$ cat src/rtl/clk_divider_multi.sv
// Multi-channel programmable clock/tick generator: each channel divides clk by 2*(D+1)
// and strobes tick on every output transition, with shadowed, glitch-free divisor updates.
module clk_divider_multi #(
  parameter int                        NUM_CH   = 2,
  parameter int                        CNT_W    = 26,
  parameter logic [NUM_CH*CNT_W-1:0]   DIV_INIT = {26'd5_000_000, 26'd1_000_000},
  localparam int                       CH_W     = (NUM_CH > 1) ? $clog2(NUM_CH) : 1
) (
  input  logic              clk,
  input  logic              rst_n,
  input  logic [NUM_CH-1:0] en,
  input  logic              sync_clr,
  input  logic              cfg_we,
  input  logic [CH_W-1:0]   cfg_ch,
  input  logic [CNT_W-1:0]  cfg_div,
  output logic [NUM_CH-1:0] clk_out,
  output logic [NUM_CH-1:0] tick
);

  // Config port handshake: cfg_we is a single-cycle strobe with no ready; every write
  // is accepted on the edge it is sampled. Out-of-range cfg_ch matches no channel.
  for (genvar i = 0; i < NUM_CH; i++) begin : g_ch
    logic [CNT_W-1:0] cnt;
    logic [CNT_W-1:0] act_div;
    logic [CNT_W-1:0] shd_div;
    logic [CNT_W-1:0] nxt_div;
    logic             clk_q;
    logic             tick_q;
    logic             wr;

    assign wr      = cfg_we && (int'(cfg_ch) == i);
    // A write in the same cycle as a reload bypasses the shadow so it is never lost.
    assign nxt_div = wr ? cfg_div : shd_div;

    always_ff @(posedge clk or negedge rst_n) begin
      if (!rst_n) begin
        cnt     <= '0;
        act_div <= DIV_INIT[i*CNT_W +: CNT_W];
        shd_div <= DIV_INIT[i*CNT_W +: CNT_W];
        clk_q   <= 1'b0;
        tick_q  <= 1'b0;
      end else begin
        if (wr) begin
          shd_div <= cfg_div;
        end
        if (sync_clr || !en[i]) begin
          cnt     <= '0;
          clk_q   <= 1'b0;
          tick_q  <= 1'b0;
          act_div <= nxt_div;
        end else if (cnt != act_div) begin
          cnt     <= cnt + CNT_W'(1);
          tick_q  <= 1'b0;
        end else begin
          // Divisor only changes here, with cnt returning to 0, so cnt never passes act_div.
          cnt     <= '0;
          clk_q   <= ~clk_q;
          tick_q  <= 1'b1;
          act_div <= nxt_div;
        end
      end
    end

    assign clk_out[i] = clk_q;
    assign tick[i]    = tick_q;
  end

endmodule

$ cat config.mk
export PLATFORM = sky130hd
export DESIGN_NAME = clk_divider_multi
export DESIGN_NICKNAME = d
export VERILOG_FILES = /design/src/rtl/clk_divider_multi.sv
export SDC_FILE = /design/constraint.sdc
export NUM_CORES = 1
export LEC_CHECK = 0
export BUFFER_PORTS_ARGS = -buffer_cell sky130_fd_sc_hd__buf_2
export CAP_MARGIN = 10
export CELL_PAD_IN_SITES_DETAIL_PLACEMENT = 1
export CELL_PAD_IN_SITES_GLOBAL_PLACEMENT = 1
export CORE_UTILIZATION = 47
export CTS_BUF_LIST = sky130_fd_sc_hd__clkbuf_8
export DETAILED_ROUTE_END_ITERATION = 12
export GPL_TIMING_DRIVEN = 1
export HOLD_SLACK_MARGIN = 0.02
export PLACE_DENSITY = 0.82
export SYNTH_ARGS = -nofsm -noshare
export SYNTH_HDL_FRONTEND = slang
export SYNTH_SLANG_ARGS = --single-unit
$ cat constraint.sdc
create_clock -name clk -period 2.1 [get_ports clk]
set_clock_uncertainty 0.15 [all_clocks]
set_input_delay 0.315 -clock clk [delete_from_list [all_inputs] [get_ports clk]]
set_output_delay 0.315 -clock clk [all_outputs]
set_load 0.05 [all_outputs]
==> results of run 1 <==
per-layer routing:
| metal | vias up | global-route usage (%) | share of wire, % |
|---|---|---|---|
| li1 | 2231 | - | - |
| met1 | 2750 | 33.8 | 40 |
| met2 | 204 | 48.2 | 52 |
| met3 | 69 | 5.15 | 4.5 |
| met4 | 0 | 9.64 | 3.1 |
| met5 | - | 0 | 0 |
layout by cell type, fill, tap and decap left out, drive strengths merged, types with 13 or more instances in the layout:
| master | n |
|---|---|
| dfrtp | 130 |
| buf | 106 |
| mux2 | 104 |
| nor2 | 65 |
| xor2 | 57 |
| xnor2 | 43 |
| dfstp | 30 |
| nand3 | 28 |
| dlygate4sd3 | 28 |
| clkbuf | 23 |
| nand4 | 20 |
| nand2 | 16 |
| nor4 | 13 |
power by group through the flow:
stage	clock, mW	sequential [mW]	combinational (mW)
finish	2.35	3.73	1.19
global route	2.48	3.75	1.26
CTS	2.33	3.69	0.988
detailed placement	0	3.74	0.843
global placement	0	3.70	0.780
floorplan	0	3.65	0.540
metrics by stage:
step                cells  hold WS (ps)  area [um^2]  setup TNS (ps)
floorplan             575          -131         7290               0
global placement      828           166         8010           -3150
detailed placement    828           177         8010          -13830
CTS                   899          65.3         8960           -9770
global route          907          68.5         9340          -35680
finish                907          64.9         9340          -31980
worst min path at each step:
stage          cells past startpoint  slack (ps)     start                        endpoint
2_1_floorplan                      0        -130     rst_n  g_ch[0].act_div[0]$_DFFE_PN0P_
3_3_place_gp                       1         170     rst_n       g_ch[0].cnt[15]$_DFF_PN0_
3_5_place_dp                       1         180     rst_n   g_ch[0].shd_div[21]$_DFF_PN0_
4_1_cts                            3          70  sync_clr        g_ch[1].tick_q$_DFF_PN0_
5_1_grt                            3          70  sync_clr        g_ch[1].tick_q$_DFF_PN0_
6_report                           3          60  sync_clr        g_ch[1].tick_q$_DFF_PN0_
what timing repair did:
action / in CTS / in global routing
pin swaps: 9 / 14
setup buffers: 7 / 8
hold buffers: 28 / 0
endpoints found under the hold margin: 102 / 0
endpoints found under the setup margin: 102 / 105
cloned: 4 / 5
resized for setup: 33 / 67
final cells by class:
type	count	share of cell area (%)
Clock inverter	13	1.47
Multi-Input combinational cell	385	36.2
Sequential cell	160	43.3
Inverter	4	0.161
Timing Repair Buffer	138	13.6
Clock buffer	19	2.80
Tap cell	188	2.52
critical path, cell delays in order, from the launching register on:
cell,delay [ps]
sky130_fd_sc_hd__dfrtp_1,440
sky130_fd_sc_hd__xor2_1,230
sky130_fd_sc_hd__nor4_1,430
sky130_fd_sc_hd__nand4_1,300
sky130_fd_sc_hd__o21ai_4,280
sky130_fd_sc_hd__buf_6,170
sky130_fd_sc_hd__buf_12,130
sky130_fd_sc_hd__mux2_4,310
kinds of logic (layout without fill, tap and decap cells):
logic type,count (synthesis),in the layout,share of synthesized area (%)
multiplexers,106,106,16.3
adder cells (fa/ha/maj),4,4,0.686
AO/OA/AOI/OAI,2,2,0.343
flip-flops,160,160,55.4
buffers and inverters,30,174,2.83
XOR/XNOR,100,100,12.0
AND/OR/NAND/NOR,173,173,12.4
flip-flops by register name, summed over array words and instances, names as in the netlist:
name          cells
g_ch.tick_q       2
g_ch.act_div     52
g_ch.clk_q        2
g_ch.shd_div     52
g_ch.cnt         52
==> results_tabular.tex, run 1 <==
\begin{tabular}{lr}
\hline
Metric & Value \\
\hline
\multicolumn{2}{l}{\textbf{Route}} \\
Vias per inst & 5.79 \\
Vias & 5254 \\
DRT antenna net count & 0 \\
DRT Wirelength & 24.1 mm \\
DRC marker count from the first detailed-route iteration & 349 \\
DRC violations left & 0 \\
Post-DR wirelength/cell & 26.6 um \\
Drt pass-1 iters & 5 \\
\multicolumn{2}{l}{\textbf{Clock network}} \\
Number of CTS-inserted buffers & 17 \\
Clock sink count & 160 \\
Longest Clk Path Bufs & 2 \\
Root Buffer Master & sky130\_fd\_sc\_hd\_\_clkbuf\_8 \\
Worst-skew pair later-pin latency & 490 ps \\
H-Tree Level Count & 4 \\
CTS tree & yes \\
Clock-pin slew on the worst setup and hold paths & 90 ps \\
\multicolumn{2}{l}{\textbf{Power}} \\
Proportion of power drawn by the clock network & between 30\% and 40\% \\
Leak & between 4 and 5 nW \\
Net switching power of the design & 2.02 mW \\
Sequential share of power & 51.3\% \\
Cell internal pwr & 5.24 mW \\
Fraction of power spent switching nets & between 20\% and 30\% \\
Tot Pwr & 7.26 mW \\
Cell Pwr Density & 778 mW/mm\^{}2 \\
Power share of the combinational group & 16.4\% \\
Peak ir drop on the vdd network & between 400 and 500 uV \\
\multicolumn{2}{l}{\textbf{Critical path}} \\
Critical Path End Type & register \\
Capture point of the worst path & g\_ch[0].act\_div[24]\$\_DFFE\_PN0P\_ \\
Largest fanout on the critical path & 5 \\
Count of cells along the worst register-to-register path & 7 \\
Register-to-register path setup slack & -470 ps \\
Required arrival time at the worst endpoint & between 2000 and 2500 ps \\
Category of the critical setup timing path & reg2reg \\
Startpoint of the most critical setup path & g\_ch[0].cnt[15]\$\_DFF\_PN0\_ \\
Worst path arrival time & between 2000 and 3000 ps \\
Category of the worst setup path launch point & register \\
RR Endpoint & g\_ch[0].act\_div[24]\$\_DFFE\_PN0P\_ \\
RR Startpoint & g\_ch[0].cnt[15]\$\_DFF\_PN0\_ \\
\multicolumn{2}{l}{\textbf{Die}} \\
Die footprint & 0.0160 mm\^{}2 \\
Core Region & between 0.015 and 0.02 mm\^{}2 \\
Die span in x & about 130 um \\
Top-Level Pins & 37 \\
Initial core utilization & 48.2\% \\
Die Height & 127 um \\
Rows & 45 \\
\multicolumn{2}{l}{\textbf{Placement}} \\
Worst slack after detailed placement & -252 ps \\
IO buf count & 36 \\
GP Congestion & 0.869 \\
Detailed placement HPWL & approximately 14 mm \\
\multicolumn{2}{l}{\textbf{STA}} \\
Unrepaired setup endpoints after global routing & yes \\
Slew at the pin closest to its max-slew limit & 574 ps \\
Setup-violating endpoint count in the final report & 107 \\
Max frequency & 389 MHz \\
Max transition margin & around three fifths \\
Final Hold Fails & 0 \\
Shortest clock period the worst path allows after layout & 2570 ps \\
Final setup margin & -467 ps \\
Final Cycle Share & 122\% \\
Max-slew violation total from the final report & 0 \\
\multicolumn{2}{l}{\textbf{Global routing}} \\
GRT Residual Overflow & 0 \\
All-layer global routing usage & 27.4\% \\
Pin count of the biggest net entering global routing & 57 \\
Global-route wire length before repair & 32.4 mm \\
Number of antenna violations at the first check in global routing & 0 \\
Number of global-route vias before repair & 5684 \\
\multicolumn{2}{l}{\textbf{Final layout}} \\
Final core utilization & $\sim$62\% \\
Fraction of final layout cells sized beyond drive strength 1 & 42.1\% \\
Post-layout net count & about 740 \\
Antenna cells & 0 \\
Area overhead of the layout relative to synthesis & 28.0\% \\
Footprint of the multi-input gates & 0.00338 mm\^{}2 \\
Fill cell instance count of the final layout & 1461 \\
Sequential cell area in the final layout & 0.00404 mm\^{}2 \\
\multicolumn{2}{l}{\textbf{Synth}} \\
Synthesized cell area & 0.00729 mm\^{}2 \\
Ranking of synthesized cells by area & sky130\_fd\_sc\_hd\_\_dfrtp\_1 (45\%), sky130\_fd\_sc\_hd\_\_mux2\_2 (12\%), sky130\_fd\_sc\_hd\_\_dfstp\_2 (11\%) \\
Synthesis warning total & 0 \\
Number of enable flip-flop cells after synthesis & 0 \\
Share of the synthesized area in the top cell type & $\sim$45\% \\
Portion of the post-synthesis area used by sequential elements & between 50\% and 60\% \\
Syn\_area\_per\_cell & around 13 um\^{}2 \\
Seq cells post-synth & 160 \\
Cell count after synthesis & between 500 and 600 \\
Dominant cell by count in the synthesized netlist & sky130\_fd\_sc\_hd\_\_dfrtp\_1 \\
Ys flop type & sky130\_fd\_sc\_hd\_\_dfrtp\_1 \\
Unique masters post-synth & 33 \\
Post-synth net total & 612 \\
Cell type contributing the most total cell area after synthesis & sky130\_fd\_sc\_hd\_\_dfrtp\_1 \\
Top cells by instance count after synthesis & sky130\_fd\_sc\_hd\_\_dfrtp\_1 (130), sky130\_fd\_sc\_hd\_\_mux2\_2 (78), sky130\_fd\_sc\_hd\_\_nor2\_1 (65) \\
Asr flop ratio synth & 100\% \\
\multicolumn{2}{l}{\textbf{Outcome}} \\
Result of the run & finished, violations left \\
Violated checks & setup timing \\
\multicolumn{2}{l}{\textbf{Job}} \\
Number of max-capacitance violations reported & 0 \\
\multicolumn{2}{l}{\textbf{Min path}} \\
Worst Hold Class & in2reg \\
\hline
\end{tabular}
No activity file was read; power rests on OpenSTA's default activity.
==> run 2: changes to the inputs <==
--- a/config.mk
+++ b/config.mk
@@ -9,12 +9,12 @@
 export CAP_MARGIN = 10
 export CELL_PAD_IN_SITES_DETAIL_PLACEMENT = 1
 export CELL_PAD_IN_SITES_GLOBAL_PLACEMENT = 1
-export CORE_UTILIZATION = 47
-export CTS_BUF_LIST = sky130_fd_sc_hd__clkbuf_8
+export CORE_UTILIZATION = 50
+export CTS_BUF_LIST = sky130_fd_sc_hd__clkbuf_16
 export DETAILED_ROUTE_END_ITERATION = 12
 export GPL_TIMING_DRIVEN = 1
 export HOLD_SLACK_MARGIN = 0.02
-export PLACE_DENSITY = 0.82
+export PLACE_DENSITY = 0.83
 export SYNTH_ARGS = -nofsm -noshare
 export SYNTH_HDL_FRONTEND = slang
 export SYNTH_SLANG_ARGS = --single-unit
==> constraint.sdc (replaced) <==
create_clock -name clk -period 2.4 [get_ports clk]
set_clock_uncertainty 0.15 [all_clocks]
set_input_delay 0.36 -clock clk [delete_from_list [all_inputs] [get_ports clk]]
set_output_delay 0.36 -clock clk [all_outputs]
set_load 0.05 [all_outputs]
==> run 2 against run 1 <==
Effect of this change:
- worst hold slack worse by 8.1 ps
- critical path depth fell by 1
- combinational power down 38%
- the run now ends clean
- global-route usage shrank 1.6 points
- register-to-register slack improved by 490 ps
- flip-flop and latch count is the same
- first-iteration DRC count down 36%
- sequential share of layout area rose by 5.2 points
- cell area is 11% lower
==> results_tabular.tex, run 2 (synthesis gave the netlist of run 1 again) <==
\begin{tabular}{lr}
\hline
Metric & Value \\
\hline
\multicolumn{2}{l}{\textbf{Critical path}} \\
RR Endpoint & g\_ch[0].act\_div[8]\$\_DFFE\_PN0P\_ \\
Count of buffer and inverter cells on the critical path & 1 \\
Crit path depth & 6 \\
Ordered list of cells on the worst path & xor2\_1 -> nor4\_1 -> nand4\_1 -> o21ai\_4 -> buf\_12 -> mux2\_2 \\
Category of the worst setup path launch point & register \\
Slowest CP cell & sky130\_fd\_sc\_hd\_\_dfrtp\_1 \\
Register-to-register path setup slack & 20 ps \\
Delay of the slowest critical-path stage & 460 ps \\
Startpoint of the most critical setup path & g\_ch[0].cnt[10]\$\_DFF\_PN0\_ \\
Critical Path End Type & register \\
Capture point of the worst path & g\_ch[0].act\_div[8]\$\_DFFE\_PN0P\_ \\
Count of cells along the worst register-to-register path & 6 \\
RR Startpoint & g\_ch[0].cnt[10]\$\_DFF\_PN0\_ \\
Crit-path leading delay family & simple AND/OR/NAND/NOR gates \\
Category of the critical setup timing path & reg2reg \\
Worst path arrival time & between 2000 and 3000 ps \\
Required arrival time at the worst endpoint & about 2600 ps \\
Largest fanout on the critical path & 21 \\
\multicolumn{2}{l}{\textbf{Clock network}} \\
CTS tree & yes \\
Worst-skew pair later-pin latency & 430 ps \\
Clock-pin slew on the worst setup and hold paths & 60 ps \\
Clock sink count & 160 \\
Number of CTS-inserted buffers & 17 \\
Root Buffer Master & sky130\_fd\_sc\_hd\_\_clkbuf\_16 \\
Longest Clk Path Bufs & 2 \\
H-Tree Level Count & 4 \\
\multicolumn{2}{l}{\textbf{Power}} \\
Power share of the combinational group & approximately 11\% \\
Sequential share of power & 49.3\% \\
Fraction of power spent switching nets & 24.8\% \\
Leak & 3.56 nW \\
Proportion of power drawn by the clock network & 39.5\% \\
Peak ir drop on the vdd network & 543 uV \\
Cell internal pwr & 4.93 mW \\
Net switching power of the design & roughly 1.6 mW \\
Cell Pwr Density & approximately 800 mW/mm\^{}2 \\
\multicolumn{2}{l}{\textbf{Route}} \\
Drt pass-1 iters & 4 \\
Vias & around 4600 \\
DRT Wirelength & 17.9 mm \\
DRC violations left & 0 \\
Post-DR wirelength/cell & roughly 22 um \\
M1 WL & 7.88 mm \\
DRT antenna net count & 0 \\
Detailed route wirelength on metal2 & around 9.0 mm \\
Top layer used by detailed routing & met4 \\
Wire length on met3 & around 700 um \\
Vias per inst & about 5.6 \\
DRC marker count from the first detailed-route iteration & 225 \\
\multicolumn{2}{l}{\textbf{STA}} \\
Max transition margin & 61.2\% \\
Slew at the pin closest to its max-slew limit & 581 ps \\
Shortest clock period the worst path allows after layout & roughly 2400 ps \\
Final Cycle Share & 99.0\% \\
Final Hold Fails & 0 \\
Max-slew violation total from the final report & 0 \\
Setup-violating endpoint count in the final report & 0 \\
Unrepaired setup endpoints after global routing & yes \\
Final setup margin & 24.7 ps \\
Max frequency & 421 MHz \\
\multicolumn{2}{l}{\textbf{Die}} \\
Initial core utilization & 51.9\% \\
Die footprint & about 0.015 mm\^{}2 \\
Top-Level Pins & 37 \\
Die span in x & 123 um \\
Rows & 43 \\
Core Region & 0.0140 mm\^{}2 \\
Die Height & 123 um \\
\multicolumn{2}{l}{\textbf{Placement}} \\
IO buf count & 36 \\
Instance count after placement with tap cells included & 780 \\
Detailed placement HPWL & approximately 12 mm \\
Worst slack after detailed placement & -27.2 ps \\
GP Congestion & 0.840 \\
\multicolumn{2}{l}{\textbf{Global routing}} \\
All-layer global routing usage & 25.8\% \\
Number of global-route vias before repair & 5171 \\
Pin count of the biggest net entering global routing & 57 \\
GRT Residual Overflow & 0 \\
Number of antenna violations at the first check in global routing & 0 \\
Global-route wire length before repair & 28.5 mm \\
\multicolumn{2}{l}{\textbf{Final layout}} \\
Commonest non-fill, non-tap cell in the layout & sky130\_fd\_sc\_hd\_\_dfrtp\_1 \\
Registers with the highest flip-flop counts & g\_ch.act\_div: 52 flops, g\_ch.cnt: 52 flops, g\_ch.shd\_div: 52 flops \\
Fraction of final layout cells sized beyond drive strength 1 & around a third \\
Area overhead of the layout relative to synthesis & 14.3\% \\
Final cell count without fillers & 815 \\
Antenna cells & 0 \\
Post-layout net count & 659 \\
Most frequent cells in the layout & sky130\_fd\_sc\_hd\_\_dfrtp\_1 (129), sky130\_fd\_sc\_hd\_\_mux2\_2 (79), sky130\_fd\_sc\_hd\_\_nor2\_1 (65) \\
\multicolumn{2}{l}{\textbf{Job}} \\
Number of max-capacitance violations reported & 0 \\
\multicolumn{2}{l}{\textbf{Min path}} \\
Worst Hold Class & in2reg \\
\multicolumn{2}{l}{\textbf{Outcome}} \\
Result of the run & finished clean \\
\hline
\end{tabular}
[run 2: per-stage QoR]
| stage | util, % | area, um^2 | power (mW) | hold slack [ps] | TNS, ps |
|---|---|---|---|---|---|
| final | 59.4 | 8330 | 6.56 | 56.8 | 0 |
| after global routing | 59.4 | 8330 | 6.81 | 55.7 | -176 |
| after CTS | 58.9 | 8270 | 6.56 | 43.0 | 0 |
| after detailed placement | 54.8 | 7690 | 3.97 | 210 | -283 |
| after global placement | 54.8 | 7690 | 3.91 | 195 | 0 |
| after floorplan | - | 7290 | 3.67 | -85.6 | 0 |
[run 2: power groups by stage]
stage | Combinational, mW | Clock [mW] | Sequential (mW)
2_1_floorplan | 0.472 | 0 | 3.20
3_3_place_gp | 0.663 | 0 | 3.25
3_5_place_dp | 0.703 | 0 | 3.27
4_1_cts | 0.725 | 2.61 | 3.23
5_1_grt | 0.808 | 2.74 | 3.26
6_report | 0.738 | 2.59 | 3.23
[run 2: layout make-up]
type | count | area (um^2)
Clock buffer | 17 | 425
Multi-Input combinational cell | 385 | 3110
Clock inverter | 15 | 130
Sequential cell | 160 | 4040
Fill cell | 1397 | 5710
Inverter | 4 | 15.0
Tap cell | 180 | 225
Timing Repair Buffer | 54 | 390
[run 2: timing repair]
item                                    in CTS  in global routing
pin swaps                                    1                  6
hold buffers                                 1                  0
gates resized for setup                      2                  9
endpoints found under the hold margin       44                  0
endpoints found under the setup margin      46                 69
buffers inserted                             0                  2
[run 2: worst min path at each step]
stage | to | start | slack [ps] | cells past startpoint
2_1_floorplan | g_ch[0].act_div[0]$_DFFE_PN0P_ | rst_n | -90 | 0
3_3_place_gp | g_ch[1].shd_div[12]$_DFF_PN0_ | rst_n | 200 | 1
3_5_place_dp | g_ch[1].shd_div[13]$_DFF_PN0_ | rst_n | 210 | 1
4_1_cts | g_ch[1].shd_div[25]$_DFF_PN0_ | cfg_div[25] | 40 | 2
5_1_grt | g_ch[1].shd_div[14]$_DFF_PN1_ | cfg_div[14] | 60 | 2
6_report | g_ch[1].shd_div[25]$_DFF_PN0_ | cfg_div[25] | 60 | 2
[run 2: layer usage]
layer	global-route usage, %	vias up
met4	9.91	0
li1	-	2064
met1	33.9	2405
met3	5.16	26
met5	0	-
met2	42.2	97
==> run 3: changes to the inputs <==
--- a/config.mk
+++ b/config.mk
@@ -9,6 +9,7 @@
 export CAP_MARGIN = 10
 export CELL_PAD_IN_SITES_DETAIL_PLACEMENT = 1
 export CELL_PAD_IN_SITES_GLOBAL_PLACEMENT = 1
+export CORE_MARGIN = 5
 export CORE_UTILIZATION = 50
 export CTS_BUF_LIST = sky130_fd_sc_hd__clkbuf_16
 export DETAILED_ROUTE_END_ITERATION = 12
==> run 3 against run 2 <==
Effect of this change:
- combinational power barely moved
- routed wire length rose by 3.3%
- fmax rose by 0.20%
- worst hold slack improved by 7.7 ps
- first-iteration DRC count rose by 1.8%
- via count rose by 0.81%
- highest routed layer unchanged
==> results_tabular.tex, run 3 (synthesis gave the netlist of run 1 again) <==
\begin{tabular}{lr}
\hline
Metric & Value \\
\hline
\multicolumn{2}{l}{\textbf{Final layout}} \\
Fill cell instance count of the final layout & 1474 \\
Commonest non-fill, non-tap cell in the layout & sky130\_fd\_sc\_hd\_\_dfrtp\_1 \\
Footprint of the multi-input gates & slightly above 0.003 mm\^{}2 \\
Sequential cell area in the final layout & 0.00404 mm\^{}2 \\
Area overhead of the layout relative to synthesis & 14.7\% \\
Antenna cells & 0 \\
Post-layout net count & 659 \\
Most frequent cells in the layout & sky130\_fd\_sc\_hd\_\_dfrtp\_1 (129), sky130\_fd\_sc\_hd\_\_mux2\_2 (78), sky130\_fd\_sc\_hd\_\_nor2\_1 (65) \\
Registers with the highest flip-flop counts & g\_ch.act\_div: 52 flops, g\_ch.cnt: 52 flops, g\_ch.shd\_div: 52 flops \\
Fraction of final layout cells sized beyond drive strength 1 & 31.8\% \\
\multicolumn{2}{l}{\textbf{Placement}} \\
Detailed placement HPWL & around 12 mm \\
GP Congestion & 0.891 \\
IO buf count & 36 \\
Worst slack after detailed placement & 72.9 ps \\
\multicolumn{2}{l}{\textbf{Critical path}} \\
Largest fanout on the critical path & 38 \\
Required arrival time at the worst endpoint & 2550 ps \\
Category of the worst setup path launch point & register \\
Critical Path End Type & register \\
Worst path arrival time & 2520 ps \\
Category of the critical setup timing path & reg2reg \\
\multicolumn{2}{l}{\textbf{Die}} \\
Core Region & 0.0144 mm\^{}2 \\
Die Height & 131 um \\
Die footprint & 0.0171 mm\^{}2 \\
Initial core utilization & 50.6\% \\
Top-Level Pins & 37 \\
Die span in x & $\sim$130 um \\
Rows & 44 \\
\multicolumn{2}{l}{\textbf{Route}} \\
Vias & 4629 \\
DRC marker count from the first detailed-route iteration & 229 \\
Post-DR wirelength/cell & 22.6 um \\
Vias per inst & 5.65 \\
DRT Wirelength & 18.5 mm \\
DRT antenna net count & 0 \\
Drt pass-1 iters & 4 \\
DRC violations left & 0 \\
\multicolumn{2}{l}{\textbf{Power}} \\
Tot Pwr & approximately 6.8 mW \\
Peak ir drop on the vdd network & 572 uV \\
Cell Pwr Density & around 810 mW/mm\^{}2 \\
Leak & between 3 and 4 nW \\
\multicolumn{2}{l}{\textbf{Clock network}} \\
Worst-skew pair later-pin latency & 430 ps \\
CTS tree & yes \\
H-Tree Level Count & 4 \\
Number of CTS-inserted buffers & 17 \\
Root Buffer Master & sky130\_fd\_sc\_hd\_\_clkbuf\_16 \\
Clock sink count & 160 \\
Longest Clk Path Bufs & 2 \\
Clock-pin slew on the worst setup and hold paths & 60 ps \\
\multicolumn{2}{l}{\textbf{STA}} \\
Max frequency & $\sim$420 MHz \\
Final Hold Fails & 0 \\
Max-slew violation total from the final report & 0 \\
Setup Total Neg Slack & 0 ps \\
Final Cycle Share & 98.8\% \\
Max transition margin & 58.7\% \\
Slew at the pin closest to its max-slew limit & $\sim$600 ps \\
Shortest clock period the worst path allows after layout & 2370 ps \\
Setup-violating endpoint count in the final report & 0 \\
Final setup margin & 29.6 ps \\
\multicolumn{2}{l}{\textbf{Global routing}} \\
Global-route wire length before repair & 28.7 mm \\
Number of antenna violations at the first check in global routing & 0 \\
All-layer global routing usage & 22.7\% \\
Number of global-route vias before repair & 5153 \\
GRT Residual Overflow & 0 \\
Pin count of the biggest net entering global routing & 67 \\
\multicolumn{2}{l}{\textbf{Min path}} \\
Worst Hold Class & in2reg \\
\multicolumn{2}{l}{\textbf{Outcome}} \\
Result of the run & finished clean \\
\multicolumn{2}{l}{\textbf{Job}} \\
Number of max-capacitance violations reported & 0 \\
\hline
\end{tabular}
[run 3: cell types whose count changed in the layout (fill, tap and decap cells not counted), sizes merged]
cell | previous run | this run
clkinv | 10 | 5
bufinv | 2 | 4
clkinvlp | 1 | 3
buf | 53 | 52
clkbuf | 17 | 18
inv | 6 | 7
[run 3: metrics by stage]
| step | cell area, um^2 | hold WS (ps) | util (%) | std cells |
|---|---|---|---|---|
| after floorplan | 7290 | -85.6 | - | 575 |
| after global placement | 7670 | 205 | 53.2 | 783 |
| after detailed placement | 7670 | 208 | 53.2 | 783 |
| after CTS | 8300 | 53.7 | 57.6 | 816 |
| after global routing | 8360 | 58.4 | 58.0 | 819 |
| final | 8360 | 64.5 | 58.0 | 819 |
[run 3: cell type report]
cell class                      instances  area share, %
Sequential cell                       160           48.3
Multi-Input combinational cell        385           36.8
Clock buffer                           17           5.09
Timing Repair Buffer                   54           4.68
Tap cell                              184           2.75
Clock inverter                         15           2.15
Inverter                                4          0.180
[run 3: power by group]
group          switching (mW)  internal (mW)  total [mW]
registers               0.188           3.05        3.24
clock network            1.08           1.72        2.80
logic                   0.376          0.364       0.740
[run 3: metal layers]
layer | vias to the layer above | track usage (%) | part of all wire (%)
met3 | 25 | 4.43 | 3.7
met2 | 93 | 38.9 | 52
met4 | 0 | 7.02 | 1.6
met1 | 2441 | 29.2 | 42
li1 | 2070 | - | -
met5 | - | 0 | 0
[run 3: repair_timing]
| action | 4_1_cts | 5_1_grt |
|---|---|---|
| setup endpoints to repair | 4 | 21 |
| hold buffers | 1 | 0 |
| hold endpoints to repair | 41 | 0 |
| gates resized for setup | 2 | 4 |
| buffers inserted | 0 | 2 |
| cloned | 0 | 1 |
| pin swaps | 0 | 2 |
[run 3: final timing paths]
path	from	to	slack [ps]	cells after the start
setup / recovery	g_ch[1].cnt[18]$_DFF_PN0_	g_ch[1].act_div[2]$_DFFE_PN0P_	30	6
hold / removal	cfg_div[4]	g_ch[1].shd_div[4]$_DFF_PN0_	60	2
setup reg to reg	g_ch[1].cnt[18]$_DFF_PN0_	g_ch[1].act_div[2]$_DFFE_PN0P_	30	6
hold reg to reg	g_ch[1].shd_div[16]$_DFF_PN0_	g_ch[1].shd_div[16]$_DFF_PN0_	350	1
max in group asynchronous	rst_n	g_ch[1].act_div[14]$_DFFE_PN1P_	980	3
min in group asynchronous	rst_n	g_ch[0].cnt[11]$_DFF_PN0_	320	2
[run 3: worst max-delay path: stages, from the launching register on]
cell,delay (ps)
sky130_fd_sc_hd__dfrtp_1,450
sky130_fd_sc_hd__xnor2_1,400
sky130_fd_sc_hd__nand4_1,180
sky130_fd_sc_hd__nor2_1,210
sky130_fd_sc_hd__a31o_2,220
sky130_fd_sc_hd__buf_12,230
sky130_fd_sc_hd__mux2_1,380
